==> src/rtl/i2c_seq_pkg.sv <==
// Shared types for the i2c register sequencer.
// States, status codes and read/write flag values.
package i2c_seq_pkg;

   localparam logic [2:0] ST_IDLE     = 3'd0;
   localparam logic [2:0] ST_WAIT_BUS = 3'd1;
   localparam logic [2:0] ST_REG      = 3'd2;
   localparam logic [2:0] ST_WDATA    = 3'd3;
   localparam logic [2:0] ST_RSTART   = 3'd4;
   localparam logic [2:0] ST_RDATA    = 3'd5;
   localparam logic [2:0] ST_DONE     = 3'd6;

   typedef enum logic [2:0] {
      STS_OK        = 3'd0,
      STS_ADDR_NACK = 3'd1,
      STS_REG_NACK  = 3'd2,
      STS_DATA_NACK = 3'd3,
      STS_ARB_LOST  = 3'd4,
      STS_TIMEOUT   = 3'd5
   } status_e;

   localparam logic RW_READ  = 1'b1;
   localparam logic RW_WRITE = 1'b0;

endpackage

==> src/rtl/i2c_reg_sequencer_if.sv <==
// Command/response bundle and byte-engine bundle.
// master drives requests, slave answers them.
interface i2c_seq_cmd_if;
   logic       cmd_valid;
   logic       cmd_ready;
   logic       cmd_rw;
   logic [6:0] cmd_dev;
   logic [7:0] cmd_reg;
   logic [7:0] cmd_wdata;
   logic       rsp_valid;
   logic [2:0] rsp_status;
   logic [7:0] rsp_rdata;
   logic       busy;

   modport master (
      output cmd_valid, cmd_rw, cmd_dev, cmd_reg, cmd_wdata,
      input  cmd_ready, rsp_valid, rsp_status, rsp_rdata, busy
   );
   modport slave (
      input  cmd_valid, cmd_rw, cmd_dev, cmd_reg, cmd_wdata,
      output cmd_ready, rsp_valid, rsp_status, rsp_rdata, busy
   );
endinterface

interface i2c_seq_eng_if;
   logic [7:0] m_address;
   logic       m_transfer_start;
   logic       m_transfer_continues;
   logic [7:0] m_data_tx;
   logic       m_transfer_ready;
   logic       m_interrupt;
   logic       m_transaction_complete;
   logic       m_nack;
   logic       m_address_err;
   logic       m_arbitration_err;
   logic [7:0] m_data_rx;

   modport master (
      output m_address, m_transfer_start,
      output m_transfer_continues, m_data_tx,
      input  m_transfer_ready, m_interrupt,
      input  m_transaction_complete, m_nack,
      input  m_address_err, m_arbitration_err, m_data_rx
   );
   modport slave (
      input  m_address, m_transfer_start,
      input  m_transfer_continues, m_data_tx,
      output m_transfer_ready, m_interrupt,
      output m_transaction_complete, m_nack,
      output m_address_err, m_arbitration_err, m_data_rx
   );
endinterface

==> src/rtl/i2c_seq_timeout.sv <==
// Saturating watchdog: counts enabled cycles since the
// last clear and flags when LIMIT is reached (0 = never).
module i2c_seq_timeout #(
   parameter int LIMIT = 1000000
) (
   input  logic clk_in,
   input  logic reset,
   input  logic clear,
   input  logic enable,
   output logic expired
);

   localparam int W = (LIMIT > 0) ? $clog2(LIMIT + 1) : 1;

   logic [W-1:0] cnt;

   // count up while enabled, hold at the limit
   always_ff @(posedge clk_in) begin
      if (reset || clear) begin
         cnt <= '0;
      end else if (enable && (cnt != W'(LIMIT))) begin
         cnt <= cnt + W'(1);
      end
   end

   assign expired = (LIMIT != 0) && (cnt == W'(LIMIT));

endmodule

==> src/rtl/i2c_reg_sequencer.sv <==
// Register write/read command sequencer for the i2c byte
// engine, with arbitration retry and stuck-bus timeout.
module i2c_reg_sequencer
   import i2c_seq_pkg::*;
#(
   parameter int TIMEOUT_CYCLES = 1000000,
   parameter int MAX_RETRIES    = 3
) (
   input  logic          clk_in,
   input  logic          reset,
   i2c_seq_cmd_if.slave  cmd,
   i2c_seq_eng_if.master eng
);

   localparam int RW = (MAX_RETRIES > 0) ? $clog2(MAX_RETRIES + 1) : 1;

   logic [2:0]    state, state_n;
   logic [2:0]    status_q, status_n;
   logic [7:0]    rdata_q;
   logic          lat_rw;
   logic [6:0]    lat_dev;
   logic [7:0]    lat_reg;
   logic [7:0]    lat_wdata;
   logic [RW-1:0] retries;
   logic          retry_inc;
   logic          capture;
   logic          reg_hit, reg_hit_n;
   logic          accept, active, irq, arb_hit, nack_hit;
   logic          expired, to_clear;
   logic [7:0]    m_addr, m_tx;
   logic          m_start, m_cont;

   assign accept   = cmd.cmd_valid && cmd.cmd_ready;
   assign active   = (state != ST_IDLE) && (state != ST_DONE);
   assign irq      = eng.m_interrupt;
   assign arb_hit  = active && eng.m_arbitration_err;
   assign nack_hit = irq && eng.m_nack &&
                     ((state == ST_REG && eng.m_transaction_complete) ||
                      state == ST_WDATA);
   assign reg_hit_n = (state == ST_REG) && (reg_hit || irq);
   assign to_clear  = (state_n != state) || irq || arb_hit;

   i2c_seq_timeout #(
      .LIMIT (TIMEOUT_CYCLES)
   ) u_timeout (
      .clk_in  (clk_in),
      .reset   (reset),
      .clear   (to_clear),
      .enable  (active),
      .expired (expired)
   );

   // next state and status, highest-priority event first
   always_comb begin
      state_n   = state;
      status_n  = status_q;
      retry_inc = 1'b0;
      capture   = 1'b0;
      if (state == ST_IDLE) begin
         if (accept) state_n = ST_WAIT_BUS;
      end else if (state == ST_DONE) begin
         state_n = ST_IDLE;
      end else if (arb_hit) begin
         if (int'(retries) < MAX_RETRIES) begin
            retry_inc = 1'b1;
            state_n   = ST_WAIT_BUS;
         end else begin
            status_n = STS_ARB_LOST;
            state_n  = ST_DONE;
         end
      end else if (irq && eng.m_address_err) begin
         status_n = STS_ADDR_NACK;
         state_n  = ST_DONE;
      end else if (nack_hit) begin
         status_n = (state == ST_REG) ? STS_REG_NACK : STS_DATA_NACK;
         state_n  = ST_DONE;
      end else if (expired) begin
         status_n = STS_TIMEOUT;
         state_n  = ST_DONE;
      end else begin
         case (state)
            ST_WAIT_BUS: begin
               if (eng.m_transfer_ready) state_n = ST_REG;
            end
            ST_REG: begin
               if (irq && eng.m_transaction_complete)
                  state_n = (lat_rw == RW_READ) ? ST_RSTART : ST_WDATA;
            end
            ST_WDATA: begin
               if (irq) begin
                  status_n = STS_OK;
                  state_n  = ST_DONE;
               end
            end
            ST_RSTART, ST_RDATA: begin
               if (irq && eng.m_transaction_complete) begin
                  capture  = 1'b1;
                  status_n = STS_OK;
                  state_n  = ST_DONE;
               end else if (irq && state == ST_RSTART) begin
                  state_n = ST_RDATA;
               end
            end
            default: state_n = ST_IDLE;
         endcase
      end
   end

   // state, latched command, retry count and result registers
   always_ff @(posedge clk_in) begin
      if (reset) begin
         state     <= ST_IDLE;
         status_q  <= STS_OK;
         rdata_q   <= '0;
         lat_rw    <= RW_WRITE;
         lat_dev   <= '0;
         lat_reg   <= '0;
         lat_wdata <= '0;
         retries   <= '0;
         reg_hit   <= 1'b0;
      end else begin
         state    <= state_n;
         status_q <= status_n;
         reg_hit  <= (state_n == ST_REG) && reg_hit_n;
         if (accept) begin
            lat_rw    <= cmd.cmd_rw;
            lat_dev   <= cmd.cmd_dev;
            lat_reg   <= cmd.cmd_reg;
            lat_wdata <= cmd.cmd_wdata;
            retries   <= '0;
            status_q  <= STS_OK;
            rdata_q   <= '0;
         end else begin
            if (retry_inc) retries <= retries + RW'(1);
            if (capture) rdata_q <= eng.m_data_rx;
         end
      end
   end

   // engine requests are decoded from the next state so they
   // drop in the same cycle an error or retry is taken
   always_ff @(posedge clk_in) begin
      if (reset) begin
         m_start <= 1'b0;
         m_cont  <= 1'b0;
         m_addr  <= '0;
         m_tx    <= '0;
      end else begin
         m_start <= 1'b0;
         m_cont  <= 1'b0;
         m_addr  <= '0;
         m_tx    <= '0;
         case (state_n)
            ST_REG: begin
               m_start <= !reg_hit_n;
               m_cont  <= 1'b1;
               m_addr  <= {lat_dev, 1'b0};
               m_tx    <= lat_reg;
            end
            ST_WDATA: begin
               m_addr <= {lat_dev, 1'b0};
               m_tx   <= lat_wdata;
            end
            ST_RSTART: begin
               m_start <= 1'b1;
               m_addr  <= {lat_dev, 1'b1};
            end
            ST_RDATA: begin
               m_addr <= {lat_dev, 1'b1};
            end
            default: ;
         endcase
      end
   end

   assign eng.m_address            = m_addr;
   assign eng.m_transfer_start     = m_start;
   assign eng.m_transfer_continues = m_cont;
   assign eng.m_data_tx            = m_tx;

   assign cmd.rsp_valid  = (state == ST_DONE);
   assign cmd.cmd_ready  = (state == ST_IDLE) && !cmd.rsp_valid && !reset;
   assign cmd.rsp_status = cmd.rsp_valid ? status_q : 3'd0;
   assign cmd.rsp_rdata  = cmd.rsp_valid ? rdata_q : 8'd0;
   assign cmd.busy       = (state != ST_IDLE);

endmodule

==> src/flat_wrapper.sv <==
// flat-port wrapper written by rule: the top's interface ports become plain ports
module i2c_reg_sequencer_flat import i2c_seq_pkg::*;
#(
   parameter int TIMEOUT_CYCLES = 1000000,
   parameter int MAX_RETRIES    = 3
)
  (clk_in, reset, cmd_cmd_valid, cmd_cmd_rw, cmd_cmd_dev, cmd_cmd_reg, cmd_cmd_wdata, cmd_cmd_ready, cmd_rsp_valid, cmd_rsp_status, cmd_rsp_rdata, cmd_busy, eng_m_address, eng_m_transfer_start, eng_m_transfer_continues, eng_m_data_tx, eng_m_transfer_ready, eng_m_interrupt, eng_m_transaction_complete, eng_m_nack, eng_m_address_err, eng_m_arbitration_err, eng_m_data_rx);
  i2c_seq_cmd_if cmd_i ();
  i2c_seq_eng_if eng_i ();
  input  logic clk_in;
  input  logic reset;
  input wire logic [$bits(cmd_i.cmd_valid)-1:0] cmd_cmd_valid;
  input wire logic [$bits(cmd_i.cmd_rw)-1:0] cmd_cmd_rw;
  input wire logic [$bits(cmd_i.cmd_dev)-1:0] cmd_cmd_dev;
  input wire logic [$bits(cmd_i.cmd_reg)-1:0] cmd_cmd_reg;
  input wire logic [$bits(cmd_i.cmd_wdata)-1:0] cmd_cmd_wdata;
  output wire logic [$bits(cmd_i.cmd_ready)-1:0] cmd_cmd_ready;
  output wire logic [$bits(cmd_i.rsp_valid)-1:0] cmd_rsp_valid;
  output wire logic [$bits(cmd_i.rsp_status)-1:0] cmd_rsp_status;
  output wire logic [$bits(cmd_i.rsp_rdata)-1:0] cmd_rsp_rdata;
  output wire logic [$bits(cmd_i.busy)-1:0] cmd_busy;
  output wire logic [$bits(eng_i.m_address)-1:0] eng_m_address;
  output wire logic [$bits(eng_i.m_transfer_start)-1:0] eng_m_transfer_start;
  output wire logic [$bits(eng_i.m_transfer_continues)-1:0] eng_m_transfer_continues;
  output wire logic [$bits(eng_i.m_data_tx)-1:0] eng_m_data_tx;
  input wire logic [$bits(eng_i.m_transfer_ready)-1:0] eng_m_transfer_ready;
  input wire logic [$bits(eng_i.m_interrupt)-1:0] eng_m_interrupt;
  input wire logic [$bits(eng_i.m_transaction_complete)-1:0] eng_m_transaction_complete;
  input wire logic [$bits(eng_i.m_nack)-1:0] eng_m_nack;
  input wire logic [$bits(eng_i.m_address_err)-1:0] eng_m_address_err;
  input wire logic [$bits(eng_i.m_arbitration_err)-1:0] eng_m_arbitration_err;
  input wire logic [$bits(eng_i.m_data_rx)-1:0] eng_m_data_rx;
  assign cmd_i.cmd_valid = cmd_cmd_valid;
  assign cmd_i.cmd_rw = cmd_cmd_rw;
  assign cmd_i.cmd_dev = cmd_cmd_dev;
  assign cmd_i.cmd_reg = cmd_cmd_reg;
  assign cmd_i.cmd_wdata = cmd_cmd_wdata;
  assign cmd_cmd_ready = cmd_i.cmd_ready;
  assign cmd_rsp_valid = cmd_i.rsp_valid;
  assign cmd_rsp_status = cmd_i.rsp_status;
  assign cmd_rsp_rdata = cmd_i.rsp_rdata;
  assign cmd_busy = cmd_i.busy;
  assign eng_m_address = eng_i.m_address;
  assign eng_m_transfer_start = eng_i.m_transfer_start;
  assign eng_m_transfer_continues = eng_i.m_transfer_continues;
  assign eng_m_data_tx = eng_i.m_data_tx;
  assign eng_i.m_transfer_ready = eng_m_transfer_ready;
  assign eng_i.m_interrupt = eng_m_interrupt;
  assign eng_i.m_transaction_complete = eng_m_transaction_complete;
  assign eng_i.m_nack = eng_m_nack;
  assign eng_i.m_address_err = eng_m_address_err;
  assign eng_i.m_arbitration_err = eng_m_arbitration_err;
  assign eng_i.m_data_rx = eng_m_data_rx;
  i2c_reg_sequencer #(.TIMEOUT_CYCLES(TIMEOUT_CYCLES), .MAX_RETRIES(MAX_RETRIES)) u_core (.clk_in(clk_in), .reset(reset), .cmd(cmd_i), .eng(eng_i));
endmodule
==> config.mk <==
export PLATFORM = sky130hd
export DESIGN_NAME = i2c_reg_sequencer_flat
export DESIGN_NICKNAME = d
export VERILOG_FILES = /design/src/rtl/i2c_seq_pkg.sv /design/src/rtl/i2c_reg_sequencer_if.sv /design/src/rtl/i2c_seq_timeout.sv /design/src/rtl/i2c_reg_sequencer.sv /design/src/flat_wrapper.sv
export SDC_FILE = /design/constraint.sdc
export NUM_CORES = 1
export LEC_CHECK = 0
export BUFFER_PORTS_ARGS = -buffer_cell sky130_fd_sc_hd__buf_2
export CAP_MARGIN = 40
export CORE_MARGIN = 5
export CORE_UTILIZATION = 49
export DETAILED_ROUTE_END_ITERATION = 16
export HOLD_SLACK_MARGIN = 0.08
export PLACE_DENSITY = 0.81
export SETUP_SLACK_MARGIN = 0.1
export SYNTH_ARGS = -nofsm -noshare
export SYNTH_HDL_FRONTEND = slang
export SYNTH_SLANG_ARGS = --single-unit
==> constraint.sdc <==
create_clock -name clk_in -period 2.25 [get_ports clk_in]
set_input_delay 0.1125 -clock clk_in [delete_from_list [all_inputs] [get_ports clk_in]]
set_output_delay 0.1125 -clock clk_in [all_outputs]
set_load 0.03 [all_outputs]
== Yosys cells after proc, flatten, opt, wreduce, memory -nomap -nowiden ==
Cells that the tools add are included.
Storage, ports and cells
  input bits: 41
  word-level logic and storage cells: 108
  register bits: 79
Operators by class
  order comparisons: 1
  bitwise gates (word level): 2
  add/subtract/negate cells: 2
  reductions and logical operators: 30
  mux-type cells: 42
  equal/unequal tests: 17
Operator list (number)
  3-bit two-way mux: 22
  8-bit one-hot mux with 2 select lines: 2
  20-bit by 1-bit adder with 20-bit output, second input constant: 1
  20-bit equality test, second input constant: 1
  20-bit inequality test, second input constant: 1
  3-bit equality test, second input constant: 5
  1-bit logical AND: 14
  1-bit two-way mux: 14
  3-bit by 2-bit equality test with 1-bit output, second input constant: 4
  3-bit one-hot mux with 4 select lines: 1
  8-bit two-way mux: 1
  2-bit OR reduction: 4
  6-bit by 1-bit inequality test with 1-bit output, second input constant: 1
  6-bit by 3-bit inequality test with 1-bit output, second input constant: 1
  3-bit one-hot mux with 2 select lines: 1
  6-bit AND reduction: 1
  6-bit nonzero test: 1
  1-bit logical OR: 5
  3-bit by 1-bit equality test with 1-bit output, second input constant: 1
  1-bit logical NOT: 3
  3-bit logical NOT: 1
  3-bit inequality test: 1
  3-bit inequality test, second input constant: 1
  3-bit nonzero test: 1
  5 further kinds: 6

== Depth between registers and ports, before layout ==
Gate-level depths: netlist of the first run.
  depth in word-level cells: 15
  depth in mapped cells: 9
  depth with buffers taken out: 8

== Cells and area by module ==
Synthesis of the first run repeated with hierarchy kept, for this count alone.
Unflattened totals
  cells, all modules: 392
  area total of the unflattened synthesis: 3403.3 µm²
By module, submodules not included
  i2c_reg_sequencer: area an instance 2386.0 µm², instances 1, cells each 274
  i2c_seq_timeout: area an instance 1017.2 µm², instances 1, cells each 118

== Worst setup path before layout of the first run ==
No wires, ideal clock.
  path kind: register to register
  from: register u_core.state[2]
  to: register u_core.m_tx[1] (netlist: u_core.eng.m_data_tx[1])
  data required time: 2123 ps
  period minus slack after synthesis: 2644 ps
  arrival time: 2517 ps
  stages on the path, launching flop included: 9
  setup time: 127 ps
  setup slack: -394 ps
  path through: dfxtp_1 buf_2 or3_1 nor2_1 nand2_1 o311ai_1 buf_2 mux2i_1 nor2_1
Between the ends
  elaborated cells between the ends (all ways): 36
  classes of those cells: 9 x eq/ne; 14 x mux; 13 x reduce/logical
RTL lines
  from (decl): RTL line i2c_reg_sequencer.sv:17  | logic [2:0] state, state_n;
  from (signal assigned): RTL line i2c_reg_sequencer.sv:122  | state <= state_n;
  3-bit nonzero test (*)
  net cmd_busy: RTL line flat_wrapper.sv:21  | output wire logic [$bits(cmd_i.busy)-1:0] cmd_busy;
  1-bit logical AND (*): RTL line i2c_reg_sequencer.sv:34  | assign active = (state != ST_IDLE) && (state != ST_DONE);
  1-bit logical AND (*): RTL line i2c_reg_sequencer.sv:36  | assign arb_hit = active && eng.m_arbitration_err;
  3-bit two-way mux (*): RTL line i2c_reg_sequencer.sv:63  | end else if (arb_hit) begin
  3-bit two-way mux (*): RTL line i2c_reg_sequencer.sv:61  | end else if (state == ST_DONE) begin
  3-bit two-way mux (*): RTL line i2c_reg_sequencer.sv:59  | if (state == ST_IDLE) begin
  3-bit by 2-bit equality test with 1-bit output: RTL line i2c_reg_sequencer.sv:153  | case (state_n)
  8-bit one-hot mux with 2 select lines (*): RTL line i2c_reg_sequencer.sv:153
  to (signal assigned): RTL line i2c_reg_sequencer.sv:158  | m_tx <= lat_reg;
  to (signal assigned): RTL line i2c_reg_sequencer.sv:162  | m_tx <= lat_wdata;
  to (decl): RTL line i2c_reg_sequencer.sv:30  | logic [7:0] m_addr, m_tx;
Mark *: on every way through the listed nets, which the timed path passes. The rest lies on a longest branch.
A chain may end at the register's enable or synchronous reset.

== Worst setup path in the final report of the first run ==
  from: register u_core.u_timeout.cnt[2]
  to: register u_core.u_timeout.cnt[5]
Between the ends
  word-level cells in the longest chain between the ends: 11
  elaborated cells between the ends (all ways): 14
  classes of those cells: 1 x add/sub; 3 x eq/ne; 6 x mux; 4 x reduce/logical
RTL lines
  from (decl): RTL line i2c_seq_timeout.sv:15  | logic [W-1:0] cnt;
  from (signal assigned): RTL line i2c_seq_timeout.sv:22  | cnt <= cnt + W'(1);
  20-bit equality test: RTL line i2c_seq_timeout.sv:26  | assign expired = (LIMIT != 0) && (cnt == W'(LIMIT));
  3-bit two-way mux: RTL line i2c_reg_sequencer.sv:77  | end else if (expired) begin
  3-bit two-way mux: RTL line i2c_reg_sequencer.sv:74  | end else if (nack_hit) begin
  3-bit two-way mux: RTL line i2c_reg_sequencer.sv:71  | end else if (irq && eng.m_address_err) begin
  3-bit two-way mux: RTL line i2c_reg_sequencer.sv:63
  3-bit two-way mux: RTL line i2c_reg_sequencer.sv:61
  3-bit two-way mux: RTL line i2c_reg_sequencer.sv:59
  3-bit inequality test: RTL line i2c_reg_sequencer.sv:41  | assign to_clear = (state_n != state) || irq || arb_hit;
  1-bit logical OR (2 in a row): RTL line i2c_reg_sequencer.sv:41
  1-bit logical OR: RTL line i2c_seq_timeout.sv:19  | if (reset || clear) begin
Parallel ways exist; a longest one is shown, timed or not.

==> results.py, run 1 <==
metrics = {
    "clock_network": {
        "cts_sinks": 79,
        "clock_path_buffers": 2,
        "numCtsBuffers": 9,
        "cts_root_buf": "clkbuf_8",
        "htree_num_levels": 3,
        "clock_latency_ps": 350,
        "cts_tree": "yes",
        "path_clk_slew_ps": 80,
    },
    "final_layout": {
        "mostFrequentLayoutCells": "74 x dfxtp_1, 72 x buf_2, 55 x nand2_1",
        "antenna_cells_inserted": 0,
        "fin_cells": 626,
        "final_common_cell": "dfxtp_1",
        "area_growth_pct": 41.1,
        "fin_nets": 569,
        "top_register": "u_core.u_timeout.cnt",
        "final_util": 0.716,
        "largest_reg_flops": 20,
        "drive_above_1_share": 0.309,
        "design_area_mm2": 0.00492,
    },
    "min_path": {
        "holdPathEnd": "u_core.status_q[1]$_SDFFE_PP0P_",
        "hold_start": "eng_m_address_err",
        "hp-class": "in2reg",
        "holdPathStages": 4,
    },
    "synthesis": {
        "ys_types": 45,
        "synth_fa_ha_area_frac": 0.0108,
        "synthFlopType": "dfxtp_1",
        "ys_seq_elements": 79,
        "synthXorXnorAreaFrac": 0.0553,
        "synth-compound-area-share": 0.0671,
        "synthSimpleGateAreaFrac": 0.321,
        "yosysSeqAreaShare": 0.454,
        "synth_top_family_by_area": "simple AND/OR/NAND/NOR gates",
        "synth_edf_count": 0,
        "synth.avg_cell_area_um2": 8.82,
        "syn_area_mm2": 0.00348,
        "syn_nets": 439,
        "async_reset_ff_frac": 0,
        "syn_inst": 395,
        "muxShareOfSynthArea": 0.0618,
        "ys_warn_count": 0,
    },
    "sta": {
        "hold_viol_final": 0,
        "timing.final.ws_setup_ps": -90.3,
        "finalCritPeriodShare": 1.04,
        "slew-limit-headroom": 0.607,
        "tightestPinTransition_ps": 590,
        "hold_ws_ps": 145,
        "setup_violations": 23,
        "slew_viol_final": 0,
        "period_minus_slack_ps": 2340,
        "finalSetupTns_ps": -1420,
        "rsz0062_at_grt": "true",
        "finClkSkew_ps": 7.96,
        "fmax_ghz": 0.427,
    },
    "drt": {
        "num_vias": 3281,
        "drc": 0,
        "avgViaCountPerCell": 5.24,
        "routed_wl_um": 9280,
        "firstDrtPassIters": 4,
        "drt_iter0_markers": 174,
        "drtAntennaViolNets": 0,
        "wire_per_inst_um": 14.8,
    },
    "place": {
        "place_area_mm2": 0.00408,
        "portBuffers": 72,
        "gp_congestion": 0.824,
        "dpl_worst_slack_ps": -114,
        "placedCellCount": 563,
        "dp_hpwl_um": 5420,
    },
    "floorplan": {
        "rows": 30,
        "start_util": 0.507,
        "die_w_um": 94.3,
        "design.die.area_mm2": 0.00890,
        "die_y_um": 94.3,
        "io_pins": 73,
        "coreArea_mm2": 0.00687,
    },
    "setup_path": {
        "endpoint_kind": "flip-flop",
        "reg2reg_slack_ps": -90,
        "critPathLaunch": "u_core.u_timeout.cnt[2]$_SDFFE_PP0P_",
        "path_class": "reg2reg",
        "start_kind": "flip-flop",
        "crit_path_frequent_cell": "buf_6",
        "cp_max_fo": 5,
        "reg2reg_depth": 9,
        "r2r_end": "u_core.u_timeout.cnt[5]$_SDFFE_PP0P_",
        "worstPathRequired_ps": 2490,
        "slowest_delay_ps": 530,
        "worstPathCellList": "or4_4 > or3_4 > o21ai_4 > buf_6 > nor4_2 > o221ai_2 > buf_6 > clkbuf_16 > nor3_4",
        "arrival_ps": 2580,
        "slowest_stage": "or4_4",
        "rr_startpoint": "u_core.u_timeout.cnt[2]$_SDFFE_PP0P_",
    },
    "flow_run": {
        "max_cap_viol_count": 0,
    },
    "power_and_ir_drop": {
        "leakagePower_nw": 2.00,
        "power.density_mw_per_mm2": 588,
        "ir_worst_vdd_v": 0.000343,
        "fin_total_pwr_mw": 2.89,
    },
    "global_route": {
        "grt_overflow": 0,
        "antenna_found_initial": 0,
        "grt_usage": 0.194,
        "grt_pass1_vias": 2974,
        "grt_pass1_wl_um": 13800,
        "grt_start_max_net_pins": 32,
    },
    "run_status": {
        "violations": "setup timing",
        "status": "finished, violations left",
    },
}
repair_timing:
item	CTS	global route
endpoints found under the setup margin	41	49
buffers inserted	1	8
endpoints found under the hold margin	32	0
gates resized for setup	2	35
hold buffers	32	0
pin swaps	2	20
cloned	2	4
logic make-up (layout without fill, tap and decap cells):
logic type,Yosys count,in the layout
simple gates,210,210
flops,79,79
compound gates,35,35
buf+inv,25,157
xor+xnor,22,22
mux,21,24
fa+ha+maj,3,3
cells in the mapped netlist (5+ instances only):
| cell type | n | area share |
|---|---|---|
| a21oi_1 | 5 | 0.0072 |
| and2_1 | 15 | 0.027 |
| clkbuf_1 | 12 | 0.013 |
| dfxtp_1 | 79 | 0.45 |
| inv_1 | 8 | 0.0086 |
| mux2i_1 | 20 | 0.057 |
| nand2_1 | 56 | 0.060 |
| nand2b_1 | 10 | 0.018 |
| nand3_1 | 11 | 0.016 |
| nand3b_1 | 19 | 0.041 |
| nor2_1 | 41 | 0.044 |
| nor3_1 | 20 | 0.029 |
| nor3_2 | 11 | 0.032 |
| o21ai_0 | 12 | 0.017 |
| xnor2_1 | 15 | 0.038 |
| xor2_1 | 7 | 0.018 |
worst max-delay path, delay by kind of cell, from the launching register on:
kind	cells	cell delay [ps]
flops	1	330
compound gates	2	450
simple gates	4	960
buf+inv	3	480
how the worst max path moves through the flow:
stage | to | depth (start not counted) | slack [ps]
after floorplan | u_core.u_timeout.cnt[11]$_SDFFE_PP0P_ | 7 | 40
after global placement | u_core.u_timeout.cnt[1]$_SDFFE_PP0P_ | 6 | -20
after detailed placement | u_core.u_timeout.cnt[8]$_SDFFE_PP0P_ | 6 | -110
after CTS | u_core.u_timeout.cnt[5]$_SDFFE_PP0P_ | 6 | -40
after global routing | u_core.u_timeout.cnt[5]$_SDFFE_PP0P_ | 9 | -160
final | u_core.u_timeout.cnt[5]$_SDFFE_PP0P_ | 9 | -90
per-layer routing:
metal,GRT usage,wire length [µm]
met1,0.244,3820
met2,0.332,4680
met5,0,0
met3,0.0398,602
met4,0.0638,176
where the power goes:
group	total, mW	switching, mW	internal, mW
clock network	0.951	0.515	0.436
registers	1.47	0.0306	1.44
logic	0.472	0.242	0.231
area by class of cell:
type,count,area (µm²)
clock inverters,4,30.0
inverters,8,30.0
well taps,96,120
flip-flops and latches,79,1590
multi-input cells,294,2010
fillers,483,1950
clock buffers,12,145
repair buffers,133,993
No activity file was read; power rests on OpenSTA's default activity.
==> run 2, diff against run 1 <==
RECOVER_POWER = 50   (was default)
==> run 2 against run 1 <==
The run still ends with setup timing left. Critical path type unchanged. Highest routed layer unchanged. Cell count did not move. Fmax barely moved. Non-clock buffer count did not move. Largest cell class unchanged. Via count rose by 0.40%. Power barely moved. Routed wire length fell by 0.39%. Clock power barely moved.
==> results.py, run 2 (same netlist as run 1, synthesis figures left out) <==
metrics = {
    "setup_path": {
        "r2r_end": "u_core.u_timeout.cnt[5]$_SDFFE_PP0P_",
        "reg2reg_depth": 9,
        "reg2reg_slack_ps": -90,
        "path_class": "reg2reg",
        "cp_max_fo": 5,
        "arrival_ps": 2570,
        "endpoint_kind": "flip-flop",
        "rr_startpoint": "u_core.u_timeout.cnt[2]$_SDFFE_PP0P_",
        "start_kind": "flip-flop",
        "worstPathRequired_ps": 2480,
    },
    "floorplan": {
        "die_w_um": 94.3,
        "coreArea_mm2": 0.00687,
        "die_y_um": 94.3,
        "rows": 30,
        "design.die.area_mm2": 0.00890,
        "io_pins": 73,
        "start_util": 0.507,
    },
    "sta": {
        "slew_viol_final": 0,
        "finClkSkew_ps": 9.37,
        "finalCritPeriodShare": 1.04,
        "finalSetupTns_ps": -1350,
        "slew-limit-headroom": 0.610,
        "period_minus_slack_ps": 2340,
        "tightestPinTransition_ps": 584,
        "setup_violations": 23,
        "timing.final.ws_setup_ps": -90.4,
        "rsz0062_at_grt": "true",
        "fmax_ghz": 0.427,
        "hold_viol_final": 0,
    },
    "drt": {
        "drtAntennaViolNets": 0,
        "avgViaCountPerCell": 5.26,
        "firstDrtPassIters": 4,
        "drc": 0,
        "routed_wl_um": 9250,
        "drt_iter0_markers": 197,
        "wire_per_inst_um": 14.8,
        "num_vias": 3294,
    },
    "clock_network": {
        "cts_sinks": 79,
        "path_clk_slew_ps": 70,
        "numCtsBuffers": 9,
        "cts_tree": "yes",
        "clock_latency_ps": 350,
        "htree_num_levels": 3,
        "clock_path_buffers": 2,
        "cts_root_buf": "clkbuf_8",
    },
    "min_path": {
        "hp-class": "in2reg",
        "hold_start": "eng_m_address_err",
        "holdPathStages": 4,
        "holdPathEnd": "u_core.status_q[1]$_SDFFE_PP0P_",
    },
    "flow_run": {
        "max_cap_viol_count": 0,
    },
    "global_route": {
        "grt_pass1_vias": 2974,
        "grt_usage": 0.194,
        "grt_pass1_wl_um": 13800,
        "grt_overflow": 0,
        "grt_start_max_net_pins": 32,
        "antenna_found_initial": 0,
    },
    "power_and_ir_drop": {
        "power.density_mw_per_mm2": 591,
        "comb_power_share": 0.163,
        "ir_worst_vdd_v": 0.000344,
        "swShare": 0.272,
        "p_sw_mw": 0.787,
        "leakagePower_nw": 1.92,
        "p_seq_frac": 0.509,
        "internal_power_mw": 2.11,
        "clock_power_share": 0.328,
    },
    "final_layout": {
        "design_area_mm2": 0.00490,
        "fin_cells": 626,
        "final_common_cell": "dfxtp_1",
        "antenna_cells_inserted": 0,
        "mostFrequentLayoutCells": "74 x dfxtp_1, 55 x nand2_1, 54 x buf_2",
        "largest_reg_flops": 20,
        "drive_above_1_share": 0.275,
        "fin_nets": 569,
        "top_register": "u_core.u_timeout.cnt",
        "area_growth_pct": 40.5,
    },
    "run_status": {
        "status": "finished, violations left",
        "violations": "setup timing",
    },
    "place": {
        "dpl_worst_slack_ps": -114,
        "placedCellCount": 563,
        "gp_congestion": 0.824,
        "portBuffers": 72,
        "place_area_mm2": 0.00408,
        "dp_hpwl_um": 5420,
    },
}
-- run 2: layout make-up --
type                            instances  area, µm²
Tap cell                               96        120
Sequential cell                        79       1590
Fill cell                             490       1970
Clock buffer                           12        145
Inverter                                8       30.0
Clock inverter                          4       30.0
Multi-Input combinational cell        294       2010
Timing Repair Buffer                  133        971
-- run 2: repair_timing --
item,CTS,global route
resized for setup,2,35
hold endpoints to repair,32,0
hold buffers,32,0
pin swaps,2,20
gates cloned,2,4
buffers inserted,1,8
endpoints found under the setup margin,41,49
-- run 2: power groups by stage --
stage | Clock (mW) | Sequential [mW] | Combinational (mW)
floorplan | 0 | 1.49 | 0.226
global placement | 0 | 1.50 | 0.330
detailed placement | 0 | 1.50 | 0.339
CTS | 0.960 | 1.47 | 0.394
global route | 1.04 | 1.48 | 0.510
finish | 0.950 | 1.47 | 0.472
-- run 2: critical path, stage by stage, from the launching register on --
cell       delay (ps)
dfxtp_2           330
or4_4             530
or3_4             360
o21ai_4           230
buf_6             130
nor4_2             40
o221ai_2          220
buf_6             170
clkbuf_16         170
nor3_4             30
-- run 2: worst max path at each step --
stage | from | end
detailed placement | u_core.u_timeout.cnt[13]$_SDFFE_PP0P_ | u_core.u_timeout.cnt[8]$_SDFFE_PP0P_
global route | u_core.u_timeout.cnt[2]$_SDFFE_PP0P_ | u_core.u_timeout.cnt[5]$_SDFFE_PP0P_
finish | u_core.u_timeout.cnt[2]$_SDFFE_PP0P_ | u_core.u_timeout.cnt[5]$_SDFFE_PP0P_
CTS | u_core.u_timeout.cnt[13]$_SDFFE_PP0P_ | u_core.u_timeout.cnt[5]$_SDFFE_PP0P_
floorplan | u_core.u_timeout.cnt[13]$_SDFFE_PP0P_ | u_core.u_timeout.cnt[11]$_SDFFE_PP0P_
global placement | u_core.u_timeout.cnt[13]$_SDFFE_PP0P_ | u_core.u_timeout.cnt[1]$_SDFFE_PP0P_
-- run 2: metal layers --
layer / global-route usage / wire length (µm)
met5: 0 / 0
met4: 0.0638 / 184
met3: 0.0398 / 534
met2: 0.332 / 4670
met1: 0.244 / 3850
-- run 2: stage by stage --
stage | total power, mW | utilization | hold WS, ps
2_1_floorplan | 1.72 | - | 211
3_3_place_gp | 1.83 | 0.594 | 296
3_5_place_dp | 1.84 | 0.594 | 298
4_1_cts | 2.82 | 0.672 | 115
5_1_grt | 3.02 | 0.713 | 171
6_report | 2.89 | 0.713 | 150
==> run 3, diff against run 2 <==
CORE_UTILIZATION = 44   (was 49)
PLACE_DENSITY = 0.74   (was 0.81)
==> run 3 against run 2 <==
Routed wire length decreased by 2.6%. Via count decreased by 1.6%. Clock power increased by 14%. Critical path type unchanged. The flow still finishes with violations (setup timing). Utilization decreased by 6.4 points. Global-route usage decreased by 1.7 points.
==> results.py, run 3 (same netlist as run 1, synthesis figures left out) <==
metrics = {
    "run_status": {
        "status": "finished, violations left",
        "violations": "setup timing",
    },
    "sta": {
        "timing.final.ws_setup_ps": -76.0,
        "slew-limit-headroom": 0.640,
        "finalCritPeriodShare": 1.03,
        "setup_violations": 30,
        "finClkSkew_ps": 12.4,
        "slew_viol_final": 0,
        "fmax_ghz": 0.430,
        "tightestPinTransition_ps": 539,
        "rsz0062_at_grt": "true",
        "hold_viol_final": 0,
        "hold_ws_ps": 141,
        "period_minus_slack_ps": 2330,
    },
    "global_route": {
        "grt_usage": 0.177,
        "antenna_found_initial": 0,
        "grt_overflow": 0,
        "grt_pass1_wl_um": 14400,
        "grt_pass1_vias": 3107,
        "grt_start_max_net_pins": 32,
    },
    "final_layout": {
        "drive_above_1_share": 0.277,
        "fill_cells": 633,
        "mostFrequentLayoutCells": "76 x dfxtp_1, 55 x nand2_1, 53 x buf_2",
        "final_common_cell": "dfxtp_1",
        "top_register": "u_core.u_timeout.cnt",
        "antenna_cells_inserted": 0,
        "largest_reg_flops": 20,
        "fin_nets": 570,
        "area_growth_pct": 43.9,
    },
    "setup_path": {
        "slowest_stage": "or4_4",
        "rr_startpoint": "u_core.u_timeout.cnt[13]$_SDFFE_PP0P_",
        "slowest_delay_ps": 520,
        "cp_max_fo": 5,
        "r2r_end": "u_core.u_timeout.cnt[11]$_SDFFE_PP0P_",
        "worstPathCellList": "or4_4 > or3_4 > o21ai_4 > buf_6 > nor3b_4 > mux2_4 > nor3_4",
        "worst_path_dominant_cell_family": "simple AND/OR/NAND/NOR gates",
        "start_kind": "flip-flop",
        "worstPathRequired_ps": 2530,
        "arrival_ps": 2600,
        "cp_num_buf_inv": 1,
        "reg2reg_slack_ps": -80,
        "endpoint_kind": "flip-flop",
        "reg2reg_depth": 7,
        "path_class": "reg2reg",
    },
    "power_and_ir_drop": {
        "internal_power_mw": 2.20,
        "ir_worst_vdd_v": 0.000374,
        "leakagePower_nw": 1.94,
        "swShare": 0.276,
        "comb_power_share": 0.157,
        "p_seq_frac": 0.486,
        "p_sw_mw": 0.837,
        "clock_power_share": 0.358,
        "power.density_mw_per_mm2": 604,
    },
    "clock_network": {
        "cts_sinks": 79,
        "cts_tree": "yes",
        "cts_root_buf": "clkbuf_8",
        "clock_latency_ps": 360,
        "clock_path_buffers": 2,
        "numCtsBuffers": 9,
        "htree_num_levels": 3,
        "path_clk_slew_ps": 80,
    },
    "min_path": {
        "holdPathEnd": "u_core.status_q[1]$_SDFFE_PP0P_",
        "hp-class": "in2reg",
        "holdPathStages": 4,
        "hold_start": "eng_m_address_err",
    },
    "floorplan": {
        "rows": 32,
        "die_w_um": 99.0,
        "start_util": 0.451,
        "die_y_um": 99.0,
        "io_pins": 73,
        "design.die.area_mm2": 0.00980,
        "coreArea_mm2": 0.00773,
    },
    "place": {
        "dpl_worst_slack_ps": -69.6,
        "portBuffers": 72,
        "gp_congestion": 0.919,
        "dp_hpwl_um": 5580,
    },
    "drt": {
        "drc": 0,
        "firstDrtPassIters": 4,
        "avgViaCountPerCell": 5.12,
        "drtAntennaViolNets": 0,
        "num_vias": 3240,
        "routed_wl_um": 9010,
        "wire_per_inst_um": 14.2,
        "drt_iter0_markers": 172,
    },
    "flow_run": {
        "max_cap_viol_count": 0,
    },
}
## run 3: cell count changes in the layout (fill, tap and decap cells not counted), moves of 2 or more
cell / change
dfxtp_1: +2
buf_4: -2
nor3_2: -9
mux2i_4: +2
mux2i_1: -4
clkbuf_2: +2
nor3_4: +8
buf_6: -2
mux2i_2: +2
buf_12: +2
## run 3: worst min-delay path, cell delays in order
cell and delay [ps]:
buf_2 100, nand2_1 80, nand3b_1 90, a21oi_1 60
## run 3: how the worst max path moves through the flow
stage,start,end,slack (ps),cells past startpoint
6_report,u_core.u_timeout.cnt[13]$_SDFFE_PP0P_,u_core.u_timeout.cnt[11]$_SDFFE_PP0P_,-80,7
3_5_place_dp,u_core.u_timeout.cnt[13]$_SDFFE_PP0P_,u_core.u_timeout.cnt[4]$_SDFFE_PP0P_,-70,6
3_3_place_gp,u_core.u_timeout.cnt[13]$_SDFFE_PP0P_,u_core.u_timeout.cnt[7]$_SDFFE_PP0P_,4,6
5_1_grt,u_core.u_timeout.cnt[13]$_SDFFE_PP0P_,u_core.u_timeout.cnt[11]$_SDFFE_PP0P_,-130,7
2_1_floorplan,u_core.u_timeout.cnt[13]$_SDFFE_PP0P_,u_core.u_timeout.cnt[11]$_SDFFE_PP0P_,40,7
4_1_cts,u_core.u_timeout.cnt[13]$_SDFFE_PP0P_,u_core.u_timeout.cnt[4]$_SDFFE_PP0P_,5,6
## run 3: layout make-up
type | count | area (µm²) | area share
multi-input cells | 294 | 2080 | 0.416
clock buffers | 9 | 124 | 0.0247
clock inverters | 7 | 78.8 | 0.0157
inverters | 8 | 30.0 | 0.00599
repair buffers | 134 | 986 | 0.197
well taps | 102 | 128 | 0.0254
flip-flops and latches | 79 | 1590 | 0.316
## run 3: power by group through the flow
stage               logic [mW]  registers, mW  clock network [mW]
global placement         0.344           1.50                   0
finish                   0.476           1.47                1.08
detailed placement       0.351           1.50                   0
CTS                      0.407           1.47                1.11
floorplan                0.226           1.49                   0
global route             0.518           1.48                1.16
## run 3: routing by layer
layer / routed length, µm / part of all wire / vias up / GRT usage
met5: 0 / 0 / - / 0
met4: 77 / 0.0085 / 0 / 0.0641
met3: 439 / 0.049 / 8 / 0.0368
met2: 4640 / 0.52 / 87 / 0.304
met1: 3850 / 0.43 / 1518 / 0.219
li1: - / - / 1627 / -
## run 3: what timing repair did
action                     in CTS  in global routing
hold endpoints to repair       32                  0
resized for setup               1                 43
setup endpoints to repair      39                 50
setup buffers                   1                  4
pin swaps                       2                 28
hold buffers                   32                  0
cloned                          2                  4
## run 3: per-stage QoR
stage	instances	setup TNS, ps	utilization	instance area [µm²]	power [mW]
3_3_place_gp	574	0	0.537	4150	1.84
6_report	633	-877	0.649	5020	3.03
2_1_floorplan	395	0	-	3510	1.72
4_1_cts	625	0	0.610	4710	2.99
3_5_place_dp	574	-758	0.537	4150	1.85
5_1_grt	633	-3230	0.649	5020	3.15
